### config.mk
export PLATFORM = sky130hd
export DESIGN_NAME = car_sprite_pipe
export DESIGN_NICKNAME = d
export VERILOG_FILES = /design/src/rtl/car_sprite_pipe_pkg.sv /design/src/rtl/car_sprite_pipe_car_addr.sv /design/src/rtl/car_sprite_pipe.sv
export SDC_FILE = /design/constraint.sdc
export NUM_CORES = 1
export LEC_CHECK = 0
export BUFFER_PORTS_ARGS = -buffer_cell sky130_fd_sc_hd__clkbuf_2
export CAP_MARGIN = 20
export CORE_UTILIZATION = 35
export CTS_BUF_LIST = sky130_fd_sc_hd__clkbuf_4 sky130_fd_sc_hd__clkbuf_8
export DETAILED_ROUTE_END_ITERATION = 10
export MAX_ROUTING_LAYER = met4
export SLEW_MARGIN = 10
export SYNTH_ARGS = -nofsm -noshare
export SYNTH_HDL_FRONTEND = slang
export SYNTH_HIERARCHICAL = 1
export SYNTH_SLANG_ARGS = --single-unit
### constraint.sdc
create_clock -name clk -period 10.92 [get_ports clk]
set_input_delay 0.546 -clock clk [delete_from_list [all_inputs] [get_ports clk]]
set_output_delay 0.546 -clock clk [all_outputs]
set_load 0.02 [all_outputs]
### src/rtl/car_sprite_pipe_pkg.sv
// Shared constants and helpers for the car sprite fetch path.
// Contents:
//   - sprite geometry (75x75)
//   - sprite-sheet layout (600 px wide, two rows of eight headings, 90000 words)
//   - screen size and RGB width
//   - heading_index(): maps a 0..359 degree heading onto one of 16 sheet cells
package car_sprite_pipe_pkg;

  localparam int unsigned SPRITE_W       = 75;
  localparam int unsigned SPRITE_H       = 75;
  localparam int unsigned SHEET_W        = 600;
  localparam int unsigned SHEET_WORDS    = 90000;
  localparam int unsigned SHEET_COLS     = 8;
  localparam int unsigned SCREEN_W       = 640;
  localparam int unsigned SCREEN_H       = 480;
  localparam int unsigned RGB_W          = 12;
  localparam int unsigned ADDR_W         = 17;
  localparam logic [11:0] KEY_COLOR      = 12'h0F0;
  localparam logic [8:0]  MAX_DEGREE     = 9'd359;

  typedef logic [RGB_W-1:0]  rgb_t;
  typedef logic [ADDR_W-1:0] sheet_addr_t;

  typedef struct packed {
    logic [9:0] x;
    logic [9:0] y;
  } car_pos_t;

  // Each sheet cell covers 22.5 degrees. Comparing 2*deg against multiples
  // of 45 keeps the whole thing integer and avoids a real divider.
  function automatic logic [3:0] heading_index(input logic [8:0] deg);
    logic [3:0] idx;
    idx = 4'd0;
    for (int k = 1; k < 16; k++) begin
      if ({deg, 1'b0} >= 10'(45 * k)) idx = idx + 4'd1;
    end
    return idx;
  endfunction

endpackage

### src/rtl/car_sprite_pipe_car_addr.sv
// car_addr: heading + local pixel -> sprite-sheet word address (combinational).
// Sheet layout: cells 0..7 form the top 75-row band, cells 8..15 the bottom
// band; each cell is 75 px wide, and the sheet is 600 words per row.
// Ports:
//   degree   in  9   heading, 0..359
//   pixel_x  in  7   column inside the sprite, 0..74
//   pixel_y  in  7   row inside the sprite, 0..74
//   addr     out 17  linear sheet address
module car_addr
  import car_sprite_pipe_pkg::*;
(
  input  logic [8:0]  degree,
  input  logic [6:0]  pixel_x,
  input  logic [6:0]  pixel_y,
  output logic [16:0] addr
);

  logic [3:0]  idx;
  logic [16:0] sheet_row;
  logic [16:0] sheet_col;

  // Bit 3 of the cell index selects the lower band; bits 2:0 select the cell
  // within the band.
  always_comb begin
    idx       = heading_index(degree);
    sheet_row = 17'(pixel_y) + (idx[3] ? 17'(SPRITE_H) : 17'd0);
    sheet_col = 17'(idx[2:0]) * 17'(SPRITE_W) + 17'(pixel_x);
    addr      = sheet_row * 17'(SHEET_W) + sheet_col;
  end

endmodule

### src/rtl/car_sprite_pipe.sv
// car_sprite_pipe: per-pixel car sprite fetch between scan counters and mixer.
// Latches car position/heading on frame_start, tests each scan point against
// the 75x75 car box, addresses the sprite-sheet BRAM and returns the colour
// plus an opaque-hit flag exactly 3 cycles after the scan sample.
// Ports:
//   clk, rst            pixel clock, async active-high reset
//   h_cnt, v_cnt, valid scan point and active-video enable
//   frame_start         one-cycle pulse at start of vertical blank
//   car_x, car_y        requested sprite top-left
//   degree_in           requested heading, 0..359 (larger values ignored)
//   rom_addr, rom_data  sprite-sheet BRAM port (1-cycle read latency)
//   car_rgb, car_hit    aligned colour and opaque flag
module car_sprite_pipe
  import car_sprite_pipe_pkg::*;
(
  input  logic        clk,
  input  logic        rst,
  input  logic [9:0]  h_cnt,
  input  logic [9:0]  v_cnt,
  input  logic        valid,
  input  logic        frame_start,
  input  logic [9:0]  car_x,
  input  logic [9:0]  car_y,
  input  logic [8:0]  degree_in,
  output logic [16:0] rom_addr,
  input  logic [11:0] rom_data,
  output logic [11:0] car_rgb,
  output logic        car_hit
);

  car_pos_t    pos_q;
  logic [8:0]  deg_q;
  logic        in_box;
  logic [10:0] x_end;
  logic [10:0] y_end;
  logic [6:0]  px_c;
  logic [6:0]  py_c;
  logic [16:0] addr_c;
  logic        box_v;
  logic        box_v_d;
  logic        hit_c;

  // Frame latch: position and heading only change on the frame_start cycle,
  // so a scan point sampled in that same cycle still sees the old values.
  // Out-of-range headings are dropped rather than clamped.
  always_ff @(posedge clk or posedge rst) begin
    if (rst) begin
      pos_q <= '0;
      deg_q <= '0;
    end else if (frame_start) begin
      pos_q <= '{x: car_x, y: car_y};
      if (degree_in <= MAX_DEGREE) deg_q <= degree_in;
    end
  end

  // Box test with 11-bit end coordinates so a car near the right or bottom
  // edge clips instead of wrapping back onto column/row 0.
  // The local offsets are below 75 whenever in_box holds, so the low 7 bits
  // of the subtraction are already exact.
  always_comb begin
    x_end  = {1'b0, pos_q.x} + 11'(SPRITE_W);
    y_end  = {1'b0, pos_q.y} + 11'(SPRITE_H);
    in_box = valid &&
             (h_cnt >= pos_q.x) && ({1'b0, h_cnt} < x_end) &&
             (v_cnt >= pos_q.y) && ({1'b0, v_cnt} < y_end);
    px_c   = 7'd0;
    py_c   = 7'd0;
    if (in_box) begin
      px_c = h_cnt[6:0] - pos_q.x[6:0];
      py_c = v_cnt[6:0] - pos_q.y[6:0];
    end
  end

  car_addr u_car_addr (
    .degree  (deg_q),
    .pixel_x (px_c),
    .pixel_y (py_c),
    .addr    (addr_c)
  );

  // Stage 1 registers the BRAM address and the in-box flag; stage 2 delays
  // the flag so it lines up with the BRAM read data.
  always_ff @(posedge clk or posedge rst) begin
    if (rst) begin
      rom_addr <= '0;
      box_v    <= 1'b0;
      box_v_d  <= 1'b0;
    end else begin
      rom_addr <= addr_c;
      box_v    <= in_box;
      box_v_d  <= box_v;
    end
  end

  // Stage 3: key-coloured texels are transparent, and anything outside the
  // box reports black with no hit regardless of what the BRAM returned.
  always_comb begin
    hit_c = box_v_d && (rom_data != KEY_COLOR);
  end

  always_ff @(posedge clk or posedge rst) begin
    if (rst) begin
      car_hit <= 1'b0;
      car_rgb <= '0;
    end else begin
      car_hit <= hit_c;
      car_rgb <= hit_c ? rom_data : 12'h000;
    end
  end

endmodule

==> results.toml <==
[status]
outcome = "complete, but fails checks"
violations = "negative setup slack"

[clock_network]
cts_buffers = 9
cts.path.max_buffers = 2
ctsHoldBuffers = 0
cts.sinks = 61
path_clk_slew_ns = 0.09
cts_tree = "done"
cts_root_buffer = "clkbuf_8"
clock_latency_ns = 0.37
htree_levels = 3

[final_layout]
nets = 1267
area_growth_pct = 29.8
drive_gt1_share_pct = 31.5
layout_commonest_cell = "buf_4"
final_cell_mix = "buf_4 (127), ha_1 (108), clkbuf_2 (94), inv_1 (91), dfrtp_1 (61)"
diodes = 0

[sta]
finalSetupViolations = 6
period_needed_ns = 11.51
worstMarginPinSlew_ns = 0.912
slew_headroom_pct = 38.5
clock_skew_ns = 0.0210
hold_viol_final = 0
setup_tns_ns = -1.74
setup_slack_ns = -0.590
fin_crit_sh_pct = 105
whs_ns = 0.380
finalMaxSlewViolations = 0
fmax_mhz = 86.9
rsz0062_at_grt = "yes"

[global_routing]
grt_max_degree = 62
grt_pass1_wl_mm = 30.1
grt-ovfl-total = 0
antenna_found_initial = 0
grt_usage_pct = 17.2
grt_pass1_vias = 6511

[die]
die_y_um = 148
start_util_pct = 36.2
io_pins = 95
core_mm2 = 0.0205
die_x_um = 148
num_rows = 52
die_area_mm2 = 0.0218

[placed_design]
portBuffers = 94
place_congestion = 0.853
hpwl_mm = 14.2

[setup_path]
critical_path_class = "reg2reg"
worst_path_largest_cell_delay_ns = 0.54
crit_path_end_kind = "register"
cp_common_cell = "ha_1"
worstPathRequired_ns = 11.16
crit_buf_inv = 4
critical_path_arrival_ns = 11.75
cp_top_family = "adder cells"
critPathMaxFanout = 4
r2r_end = "rom_addr[16]$_DFF_PP0_"
r2r_slack_ns = -0.59
reg2regPathDepth = 61
crit_path_start_kind = "register"
slowest_stage = "or4_4"
rr_startpoint = "deg_q[0]$_DFFE_PP0P_"

[worst_hold_path]
min_from = "box_v$_DFF_PP0_"
worst_hold_path_type = "reg2reg"
whs_endpoint = "box_v_d$_DFF_PP0_"
whs_path_depth = 0

[synth]
synth.net_count = 1055
ys_ff_latch = 61
synth.avg_cell_area_um2 = 8.73
async_flop_share_pct = 100
synth-main-ff-cell = "dfrtp_1"
yosys_warnings = 6
synth-edff-count = 0
synth.distinct_cells = 80
synthCells = 851
synth_area_mm2 = 0.00743
yosysSeqAreaShare_pct = 20.6

[route]
avgRoutedWirePerCell_um = 13.3
drc = 0
wl_mm = 17.8
viasPerCell = 4.94
dr.pass1.iters = 5
vias = 6613
ant_nets = 0
drt_iter0_drc = 235

[flow_run]
timing.max_cap.violations = 0
==> cells in the mapped netlist, types with 7 or more instances <==
master    count  area [um^2]
ha_1        121         1510
inv_1        97          364
dfrtp_1      61         1530
nand2_1      60          225
xnor2_1      60          526
nor2_1       48          180
o21ai_0      48          240
a21oi_1      42          210
xor2_1       23          201
and2_1       21          131
nand3_1      19         95.1
fa_1         18          360
nor3_1       16         80.1
a21o_1       13         97.6
o21bai_1     12         90.1
mux2i_1      10          100
clkbuf_1      9         33.8
nand2b_1      9         56.3
nor2b_1       9         56.3
a211oi_1      8         60.1
a31oi_1       7         43.8
mux2_2        7         78.8
o21ai_1       7         35.0
==> metrics by stage <==
stage / setup WS (ns) / cells / utilization (%) / instance area, um^2
5_1_grt: -1.26 / 1338 / 47.0 / 9640
4_1_cts: -0.520 / 1337 / 46.6 / 9560
3_5_place_dp: -0.779 / 1298 / 44.5 / 9120
6_report: -0.590 / 1338 / 47.0 / 9640
2_1_floorplan: -0.474 / 851 / - / 7670
3_3_place_gp: -0.551 / 1298 / 44.5 / 9120
==> registers in the layout (all words and copies together) (netlist names) <==
signal    flops
car_hit       1
rom_addr     17
pos_q        20
car_rgb      12
box_v_d       1
box_v         1
deg_q         9
==> kinds of logic after synthesis <==
family | synth area share (%)
multiplexers | 2.86
XOR/XNOR | 10.5
AND/OR/NAND/NOR | 16.3
AO/OA/AOI/OAI | 17.7
flip-flops | 20.6
adder cells (fa/ha/maj) | 25.2
buffers and inverters | 6.77
==> layer usage <==
metal | GRT usage (%) | up-vias | part of all wire (%)
li1 | - | 3401 | -
met1 | 21.8 | 3081 | 48
met2 | 29.1 | 121 | 48
met3 | 2.25 | 10 | 3.1
met4 | 4.12 | 0 | 0.87
met5 | - | - | 0
==> how the worst max path moves through the flow <==
stage	end	startpoint	slack, ns	cells after the start
final	rom_addr[16]$_DFF_PP0_	deg_q[0]$_DFFE_PP0P_	-0.59	61
after global routing	rom_addr[16]$_DFF_PP0_	deg_q[0]$_DFFE_PP0P_	-1.26	59
after CTS	rom_addr[16]$_DFF_PP0_	deg_q[0]$_DFFE_PP0P_	-0.52	61
after detailed placement	rom_addr[16]$_DFF_PP0_	deg_q[0]$_DFFE_PP0P_	-0.78	58
after global placement	rom_addr[16]$_DFF_PP0_	deg_q[0]$_DFFE_PP0P_	-0.55	61
after floorplan	rom_addr[16]$_DFF_PP0_	deg_q[2]$_DFFE_PP0P_	-0.47	59
==> final cells by class <==
type	count	area [um^2]
fillers	1997	10900
flip-flops and latches	61	1530
clock inverters	5	35.0
well taps	270	338
clock buffers	11	151
multi-input cells	670	5780
repair buffers	222	1440
inverters	99	372
==> timing repair <==
item,CTS,global route
cloned,0,0
setup endpoints to repair,8,11
pin swaps,44,7
resized for setup,15,14
setup buffers,23,1
hold endpoints to repair,0,0
Power is not shown: default switching activity piles up to over one toggle a cycle in this logic, so the estimate is an artifact.
